## config.mk

```make
export PLATFORM = sky130hd
export DESIGN_NAME = ip_vdp_bridge
export DESIGN_NICKNAME = d
export VERILOG_FILES = /design/src/rtl/ip_vdp_bridge_pkg.sv /design/src/rtl/ip_vdp_bridge_fifo.sv /design/src/rtl/ip_vdp_bridge.sv
export SDC_FILE = /design/constraint.sdc
export NUM_CORES = 1
export LEC_CHECK = 0
export ABC_AREA = 1
export BUFFER_PORTS_ARGS = -buffer_cell sky130_fd_sc_hd__buf_2
export CAP_MARGIN = 25
export CORE_MARGIN = 5
export CORE_UTILIZATION = 55
export DETAILED_ROUTE_END_ITERATION = 16
export GPL_TIMING_DRIVEN = 0
export PLACE_DENSITY = 0.8
export SETUP_SLACK_MARGIN = 0.3
export SYNTH_ARGS = -nofsm -noshare
export SYNTH_HDL_FRONTEND = slang
export SYNTH_SLANG_ARGS = --single-unit
```

## constraint.sdc

```tcl
create_clock -name clk -period 6.1 [get_ports clk]
set_clock_uncertainty 0.05 [all_clocks]
set_input_delay 0.915 -clock clk [delete_from_list [all_inputs] [get_ports clk]]
set_output_delay 0.915 -clock clk [all_outputs]
set_load 0.01 [all_outputs]
```

## src/rtl/ip_vdp_bridge_pkg.sv

```systemverilog
// Shared constants and types for the MSX bus to V9958 bridge.
package ip_vdp_bridge_pkg;

    localparam logic [7:0] VDP_IO_BASE    = 8'h98;
    localparam int         VDP_FIFO_DEPTH = 4;
    localparam int         VDP_FIFO_AW    = 2;
    localparam int         VDP_FIFO_DW    = 10;

    typedef enum logic [1:0] {
        ST_IDLE     = 2'd0,
        ST_WAIT_ACK = 2'd1,
        ST_GAP      = 2'd2
    } vdp_state_e;

    // Only the port-select bits above the two register-select bits are decoded.
    function automatic logic io_hit(input logic [7:0] addr, input logic [7:0] base);
        return addr[7:2] == base[7:2];
    endfunction

endpackage

```

## src/rtl/ip_vdp_bridge_fifo.sv

```systemverilog
// 4-entry write FIFO holding {port[1:0], data[7:0]} with show-ahead head output.
module ip_vdp_bridge_fifo
    import ip_vdp_bridge_pkg::*;
(
    input  logic                   clk,
    input  logic                   n_reset,
    input  logic                   push,
    input  logic [VDP_FIFO_DW-1:0] push_data,
    input  logic                   pop,
    output logic [VDP_FIFO_DW-1:0] head,
    output logic                   full,
    output logic                   empty
);

    logic [VDP_FIFO_DW-1:0] mem_q [VDP_FIFO_DEPTH];
    logic [VDP_FIFO_AW-1:0] wr_ptr_q, wr_ptr_d;
    logic [VDP_FIFO_AW-1:0] rd_ptr_q, rd_ptr_d;
    logic [2:0]             count_q, count_d;
    logic                   do_push, do_pop;

    // A push into a full FIFO is still legal when the head leaves in the same cycle.
    assign do_pop  = pop & (count_q != 3'd0);
    assign do_push = push & ((count_q != 3'(VDP_FIFO_DEPTH)) | do_pop);

    always_comb begin
        wr_ptr_d = wr_ptr_q;
        rd_ptr_d = rd_ptr_q;
        count_d  = count_q;
        if (do_push) begin
            wr_ptr_d = wr_ptr_q + 2'd1;
        end
        if (do_pop) begin
            rd_ptr_d = rd_ptr_q + 2'd1;
        end
        if (do_push && !do_pop) begin
            count_d = count_q + 3'd1;
        end else if (do_pop && !do_push) begin
            count_d = count_q - 3'd1;
        end
    end

    always_ff @(posedge clk or negedge n_reset) begin
        if (!n_reset) begin
            wr_ptr_q <= '0;
            rd_ptr_q <= '0;
            count_q  <= '0;
        end else begin
            wr_ptr_q <= wr_ptr_d;
            rd_ptr_q <= rd_ptr_d;
            count_q  <= count_d;
        end
    end

    always_ff @(posedge clk) begin
        if (do_push) begin
            mem_q[wr_ptr_q] <= push_data;
        end
    end

    assign head  = mem_q[rd_ptr_q];
    assign full  = (count_q == 3'(VDP_FIFO_DEPTH));
    assign empty = (count_q == 3'd0);

endmodule

```

## src/rtl/ip_vdp_bridge.sv

```systemverilog
// MSX I/O to V9958 bridge: decodes VDP ports, queues writes, serialises
// accesses onto the VDP req/ack handshake and returns read data to the bus.
module ip_vdp_bridge
    import ip_vdp_bridge_pkg::*;
#(
    parameter logic [7:0] IO_BASE = VDP_IO_BASE
) (
    input  logic        clk,
    input  logic        n_reset,
    input  logic [15:0] bus_address,
    input  logic        bus_io_read,
    input  logic        bus_io_write,
    input  logic [7:0]  bus_write_data,
    output logic        bus_read_ready,
    output logic [7:0]  bus_read_data,
    input  logic        initial_busy,
    output logic        req,
    input  logic        ack,
    output logic        wrt,
    output logic [1:0]  address,
    output logic [7:0]  wdata,
    input  logic [7:0]  rdata,
    output logic        fifo_overflow
);

    vdp_state_e state_q, state_d;
    logic       req_q, req_d;
    logic       wrt_q, wrt_d;
    logic [1:0] address_q, address_d;
    logic [7:0] wdata_q, wdata_d;
    logic       ready_q, ready_d;
    logic [7:0] rd_data_q, rd_data_d;
    logic       ovf_q, ovf_d;
    logic       pend_q, pend_d;
    logic [1:0] pend_addr_q, pend_addr_d;

    logic       hit, wr_hit, rd_accept;
    logic       fifo_pop, fifo_full, fifo_empty;
    logic [9:0] fifo_head;
    logic       unused_addr_hi;

    assign unused_addr_hi = ^bus_address[15:8];

    assign hit    = io_hit(bus_address[7:0], IO_BASE);
    assign wr_hit = bus_io_write & hit;
    // A simultaneous write wins; a read during a pending/in-flight read is dropped.
    assign rd_accept = bus_io_read & hit & ~bus_io_write & ~pend_q;

    ip_vdp_bridge_fifo u_fifo (
        .clk       (clk),
        .n_reset   (n_reset),
        .push      (wr_hit),
        .push_data ({bus_address[1:0], bus_write_data}),
        .pop       (fifo_pop),
        .head      (fifo_head),
        .full      (fifo_full),
        .empty     (fifo_empty)
    );

    always_comb begin
        state_d     = state_q;
        req_d       = req_q;
        wrt_d       = wrt_q;
        address_d   = address_q;
        wdata_d     = wdata_q;
        ready_d     = 1'b0;
        rd_data_d   = rd_data_q;
        pend_d      = pend_q | rd_accept;
        pend_addr_d = rd_accept ? bus_address[1:0] : pend_addr_q;
        fifo_pop    = 1'b0;

        case (state_q)
            ST_WAIT_ACK: begin
                if (ack) begin
                    req_d   = 1'b0;
                    state_d = ST_GAP;
                    if (!wrt_q) begin
                        ready_d   = 1'b1;
                        rd_data_d = rdata;
                        pend_d    = 1'b0;
                    end
                end
            end
            // GAP is the mandatory req-low cycle; its closing edge may already
            // launch the next access, giving a one-cycle minimum gap.
            default: begin
                state_d = ST_IDLE;
                req_d   = 1'b0;
                if (!initial_busy) begin
                    if (!fifo_empty) begin
                        fifo_pop  = 1'b1;
                        address_d = fifo_head[9:8];
                        wdata_d   = fifo_head[7:0];
                        wrt_d     = 1'b1;
                        req_d     = 1'b1;
                        state_d   = ST_WAIT_ACK;
                    end else if (pend_q || rd_accept) begin
                        address_d = pend_q ? pend_addr_q : bus_address[1:0];
                        wrt_d     = 1'b0;
                        req_d     = 1'b1;
                        state_d   = ST_WAIT_ACK;
                    end
                end
            end
        endcase

        ovf_d = ovf_q | (wr_hit & fifo_full & ~fifo_pop);
    end

    always_ff @(posedge clk or negedge n_reset) begin
        if (!n_reset) begin
            state_q     <= ST_IDLE;
            req_q       <= 1'b0;
            wrt_q       <= 1'b0;
            address_q   <= 2'd0;
            wdata_q     <= 8'h00;
            ready_q     <= 1'b0;
            rd_data_q   <= 8'hFF;
            ovf_q       <= 1'b0;
            pend_q      <= 1'b0;
            pend_addr_q <= 2'd0;
        end else begin
            state_q     <= state_d;
            req_q       <= req_d;
            wrt_q       <= wrt_d;
            address_q   <= address_d;
            wdata_q     <= wdata_d;
            ready_q     <= ready_d;
            rd_data_q   <= rd_data_d;
            ovf_q       <= ovf_d;
            pend_q      <= pend_d;
            pend_addr_q <= pend_addr_d;
        end
    end

    assign req            = req_q;
    assign wrt            = wrt_q;
    assign address        = address_q;
    assign wdata          = wdata_q;
    assign bus_read_ready = ready_q;
    assign bus_read_data  = rd_data_q;
    assign fifo_overflow  = ovf_q;

endmodule
```

* Yosys cells after proc, flatten, opt, wreduce, memory -nomap -nowiden *
Memory sizes are Yosys's and may differ from the RTL's.
Cells that the tools add are included.

word-level totals
  bits in registers = 34
  memory bits (writable) = 40
  word-level logic and storage cells = 81
  memories = 1

operators by class
  add/sub/neg operators = 4
  equality and inequality tests = 6
  muxes and demuxes = 28
  bitwise operators = 18
  reductions and logical operators = 11

memory list
  name          depth  bits a word  rd ports  clocked after Yosys merged registers in  wr ports  line                      RTL
  u_fifo.mem_q  4      10           1         0                                        1         ip_vdp_bridge_fifo.sv:15  logic [VDP_FIFO_DW-1:0] mem_q [VDP_FIFO_DEPTH];

operators by type and width
  kind                 count
  $mux 1               21
  $mux 2               5
  $reduce_and 3->1     3
  $and 1x1->1          8
  $not 1->1            7
  $eq 6x6->1 const B   1
  $mux 3               2
  $add 2x1->2 const B  2
  $add 3x1->3 const B  1
  $eq 3x3->1 const B   1
  $logic_not 3->1      1
  $ne 3x3->1 const B   1
  $or 1x1->1           3
  $reduce_bool 3->1    1
  $sub 3x1->3 const B  1
  $eq 2x1->1 const B   1
  $logic_and 1x1->1    2
  $logic_not 1->1      2
  $ne 2x1->1 const B   1
  $ne 2x2->1 const B   1
  $reduce_bool 2->1    1
  $logic_or 1x1->1     1

* Depth between registers and ports, before layout *
  depth after elaboration = 11
  mapped depth = 13
  depth with buffers taken out = 13

* Cells and area by module *
Synthesis repeated with hierarchy kept, for this count alone.

unflattened totals
  cell total of the unflattened synthesis = 297
  area, all modules = 3098.0 sq um

by module, submodules not included
  module              instances  cells each  area each (sq um)
  ip_vdp_bridge_fifo  1          169         1986.9
  ip_vdp_bridge       1          128         1111.1

* Worst setup path after synthesis *
OpenSTA, ideal clock, no wires.

  kind = input-to-reg
  from = input port bus_address[2]
  to = register u_fifo.count_q[2]
  setup time = 131 ps
  arrival = 2348 ps
  path slack = 3572 ps
  stages on the path = 13
  path through = inv_1 nand2_1 nor2_1 nand2_1 nor2_2 nand2_4 inv_4 ha_1 inv_1 fa_1 a21oi_1 o21ai_0 xor2_1

on the way
  word-level cells in the longest chain between the ends = 6
  elaborated cells between the ends (all ways) = 8
  those cells by class = eq/ne (1); mux (1); bitwise (2); reduce/logical (4)

ends and longest elaborated chain
  what                                line                      RTL
  from (decl)                         ip_vdp_bridge.sv:10       input logic [15:0] bus_address,
  $eq 6x6->1 (*)                      ip_vdp_bridge_pkg.sv:17   return addr[7:2] == base[7:2];
  $and 1x1->1 (*)                     ip_vdp_bridge.sv:45       assign wr_hit = bus_io_write & hit;
  $and 1x1->1 (*)                     ip_vdp_bridge_fifo.sv:23  assign do_push = push & ((count_q != 3'(VDP_FIFO_DEPTH)) | do_pop);
  net u_fifo.do_push                  ip_vdp_bridge_fifo.sv:19  logic do_push, do_pop;
  $logic_not 1->1                     ip_vdp_bridge_fifo.sv:37  end else if (do_pop && !do_push) begin
  $logic_and 1x1->1                   ip_vdp_bridge_fifo.sv:37
  $reduce_bool 2->1 (no source line)  -
  to (signal assigned)                ip_vdp_bridge_fifo.sv:50  count_q <= count_d;
  to (decl)                           ip_vdp_bridge_fifo.sv:18  logic [2:0] count_q, count_d;

Mark *: on every way through the listed nets, which the timed path passes. The rest lies on a longest branch.
A chain may end at the register's enable or synchronous reset.

* Worst setup path after layout *
Ends and elaborated chain as after synthesis.

==> metrics <==
IO Port Bufs=51; CP Launch Type=input pin; Slew Limit Fails=0; Setup-failing EPs final=0; Yosys cell types=27; crit-path cells=buf_2 > inv_1 > nand2_1 > nor2_1 > nand2_1 > nor2_2 > nand2_4 > inv_4 > ha_1 > inv_1 > fa_1 > a21oi_1 > o21ai_0 > xor2_1; die span in y=84.23 um; top_reg_cell synth=edfxtp_1; Max stage delay on crit path=380 ps; pin count of the biggest net entering global routing=34; final hold violation count=0; Vias=2095; Post-synth EDFFs=40; Tot GR Track Use=0.1789; post-CTS sizing=0; Routed Antenna Nets=0; largest buffer count on any clock path=2; RSZ-0062 raised after global routing=false; #FFs+latches synth=73; Rows=27; Diodes inserted=0; wire length per cell=14.25 um; critical path arrival=between 2000 and 3000 ps; Die W=84.23 um; first drt pass iteration count=4; DRT iter0 DRCs=127; synth warn=0; Area Overhead vs Synth=18.08%; share of layout cells above drive strength 1=0.2696; Worst-Margin Slew=951.2 ps; Fin Setup TNS=0 ps; Clock Latency Late Sink=330 ps; drt total wl=5941 um; async set or reset register ratio after synthesis=0.4521; HPWL Detailed=4167 um; max-cap viol count=0; type of the worst min-delay path=flop to flop; Clock transition at path regs=70 ps; CTS tree=done; CP endpoint kind=flop; Avg Inst Size Synth=10.90 um2; CTS Sinks=73; Remaining DRCs=0; FILL cells=430; hold buffer count at cts=0; IO Pins=60; Syn Nets=about 320; relative slew slack=0.3635; CP max FO=7; initial antenna violation count=0; Inserted Clock Buffers=9; Total Nets Final=384; total power=0.001591 W; dominant cell type by area after synthesis=edfxtp_1; first-pass GRT wire length=9922 um; H-tree levels=3; Highest Clock Rate=0.4037 GHz; Die Footprint=7095 um2; Pleak=1.631 nW; Final Cycle Share=0.4061; CP required=around 6300 ps; final period demand of the worst path=2477 ps; Power Dens Cells=444.7 nW/um2; crit path kind=input pin to flop; peak supply drop=slightly above 0.2 mV; Syn Inst Count=approximately 280; post-DR vias/cell=5.024; Seq/Total Area, Yosys=0.6722; GPL Wtd Cong=~0.8; Post-Syn Area=approximately 3000 um2; vias in the first global route=2164; root buffer cell=clkbuf_8; total gr overflow=0; Starting Density=0.5572; status=finished clean; core area=5439 um2; top-area cell type share of the netlist area=0.3964; Post-CTS Setup Bufs=0; slowest CP cell=fa_1; Synth area leaders=edfxtp_1, dfrtp_1, nand2_1
Yosys cell counts, types with 2 or more instances:
master    instances
a21oi_1           2
buf_2             2
buf_4             3
dfrtp_1          25
dfstp_2           8
edfxtp_1         40
ha_1              5
inv_1            17
inv_2             5
nand2_1          87
nand2_2           2
nand2_4           3
nand3_1          11
nor2_1           28
nor2_2            2
nor2_4            2
o21ai_0          18
o22ai_1           8
xor2_1            2
power breakdown:
group | leakage, nW | total [W] | internal, W | switching (W)
clock network | 0.0997 | 0.000393 | 0.000228 | 0.000165
logic | 0.775 | 0.000512 | 0.000196 | 0.000315
registers | 0.756 | 0.000687 | 0.000629 | 0.0000572
kinds of logic after synthesis:
family | share of synthesized area
AOI/OAI and AO/OA | 0.05203
xor gates and xnor gates | 0.008672
adders and majority gates | 0.02725
buffers and inverters | 0.04377
DFF | 0.6722
muxes | 0.003716
and+or+nand+nor | 0.1924
sequential cells by signal, indices dropped and copies added (netlist names):
register         flops
wrt                  1
u_fifo.mem_q        40
u_fifo.count_q       3
u_fifo.rd_ptr_q      2
pend_addr_q          2
bus_read_ready       1
pend_q               1
state_q              2
wdata                8
bus_read_data        8
address              2
u_fifo.wr_ptr_q      2
fifo_overflow        1
stage by stage:
| step | setup WS, ps | cell area [um2] | utilization | std cells | hold slack (ps) |
|---|---|---|---|---|---|
| 6_report | 3623 | 3578 | 0.6579 | 417 | 416.0 |
| 5_1_grt | 3442 | 3578 | 0.6579 | 417 | 434.8 |
| 3_5_place_dp | 3287 | 3376 | 0.6207 | 401 | 405.4 |
| 2_1_floorplan | 3572 | 3030 | - | 278 | 392.2 |
| 4_1_cts | 3644 | 3578 | 0.6579 | 417 | 417.8 |
| 3_3_place_gp | 3373 | 3376 | 0.6207 | 401 | 403.4 |
path summary, 6_finish.rpt:
path / start / to / slack [ps] / cells past startpoint
max: bus_address[2] / u_fifo.count_q[2]$_DFFE_PN0P_ / 3620 / 14
min: bus_read_data[7]$_DFFE_PN1P_ / bus_read_data[7]$_DFFE_PN1P_ / 420 / 2
max reg2reg: u_fifo.count_q[1]$_DFFE_PN0P_ / u_fifo.count_q[1]$_DFFE_PN0P_ / 3920 / 10
min reg2reg: bus_read_data[7]$_DFFE_PN1P_ / bus_read_data[7]$_DFFE_PN1P_ / 420 / 2
max in group asynchronous: n_reset / wrt$_DFFE_PN0P_ / 4960 / 1
min in group asynchronous: n_reset / address[0]$_DFFE_PN0P_ / 580 / 1
area by class of cell:
type                            count  area [um2]  area share
Inverter                           23       88.84     0.02483
Timing Repair Buffer               51       255.2     0.07133
Multi-Input combinational cell    176       860.8      0.2406
Clock buffer                       12       135.1     0.03776
Tap cell                           72       90.09     0.02517
Clock inverter                      4       67.56     0.01888
Sequential cell                    73        2037      0.5692
Buffer                              6       43.79     0.01224
cells in the final DEF (no fill, tap or decap), drive strengths merged:
cell type	count
nor3	1
a21oi	2
inv	23
nand3	12
ha	5
clkinv	2
o21ai	18
edfxtp	40
nor2	32
xnor2	1
mux2	1
o22ai	8
dfrtp	25
fa	1
o21bai	1
clkbuf	12
buf	57
bufinv	2
nand2	92
xor2	2
dfstp	8
critical path, delay by kind of cell:
family                   cells  cell delay (ps)
AND/OR/NAND/NOR              5              530
adder cells (fa/ha/maj)      2              510
buffers and inverters        4              280
AO/OA/AOI/OAI                2              250
XOR/XNOR                     1              150
metal layers:
layer,global-route usage,vias to the layer above,wire length (um)
met5,0,-,0
met4,0.08626,0,98
met3,0.04416,7,261
met2,0.2905,46,2994
met1,0.2249,1008,2587
li1,-,1034,-
No activity file was read; power rests on OpenSTA's default activity.
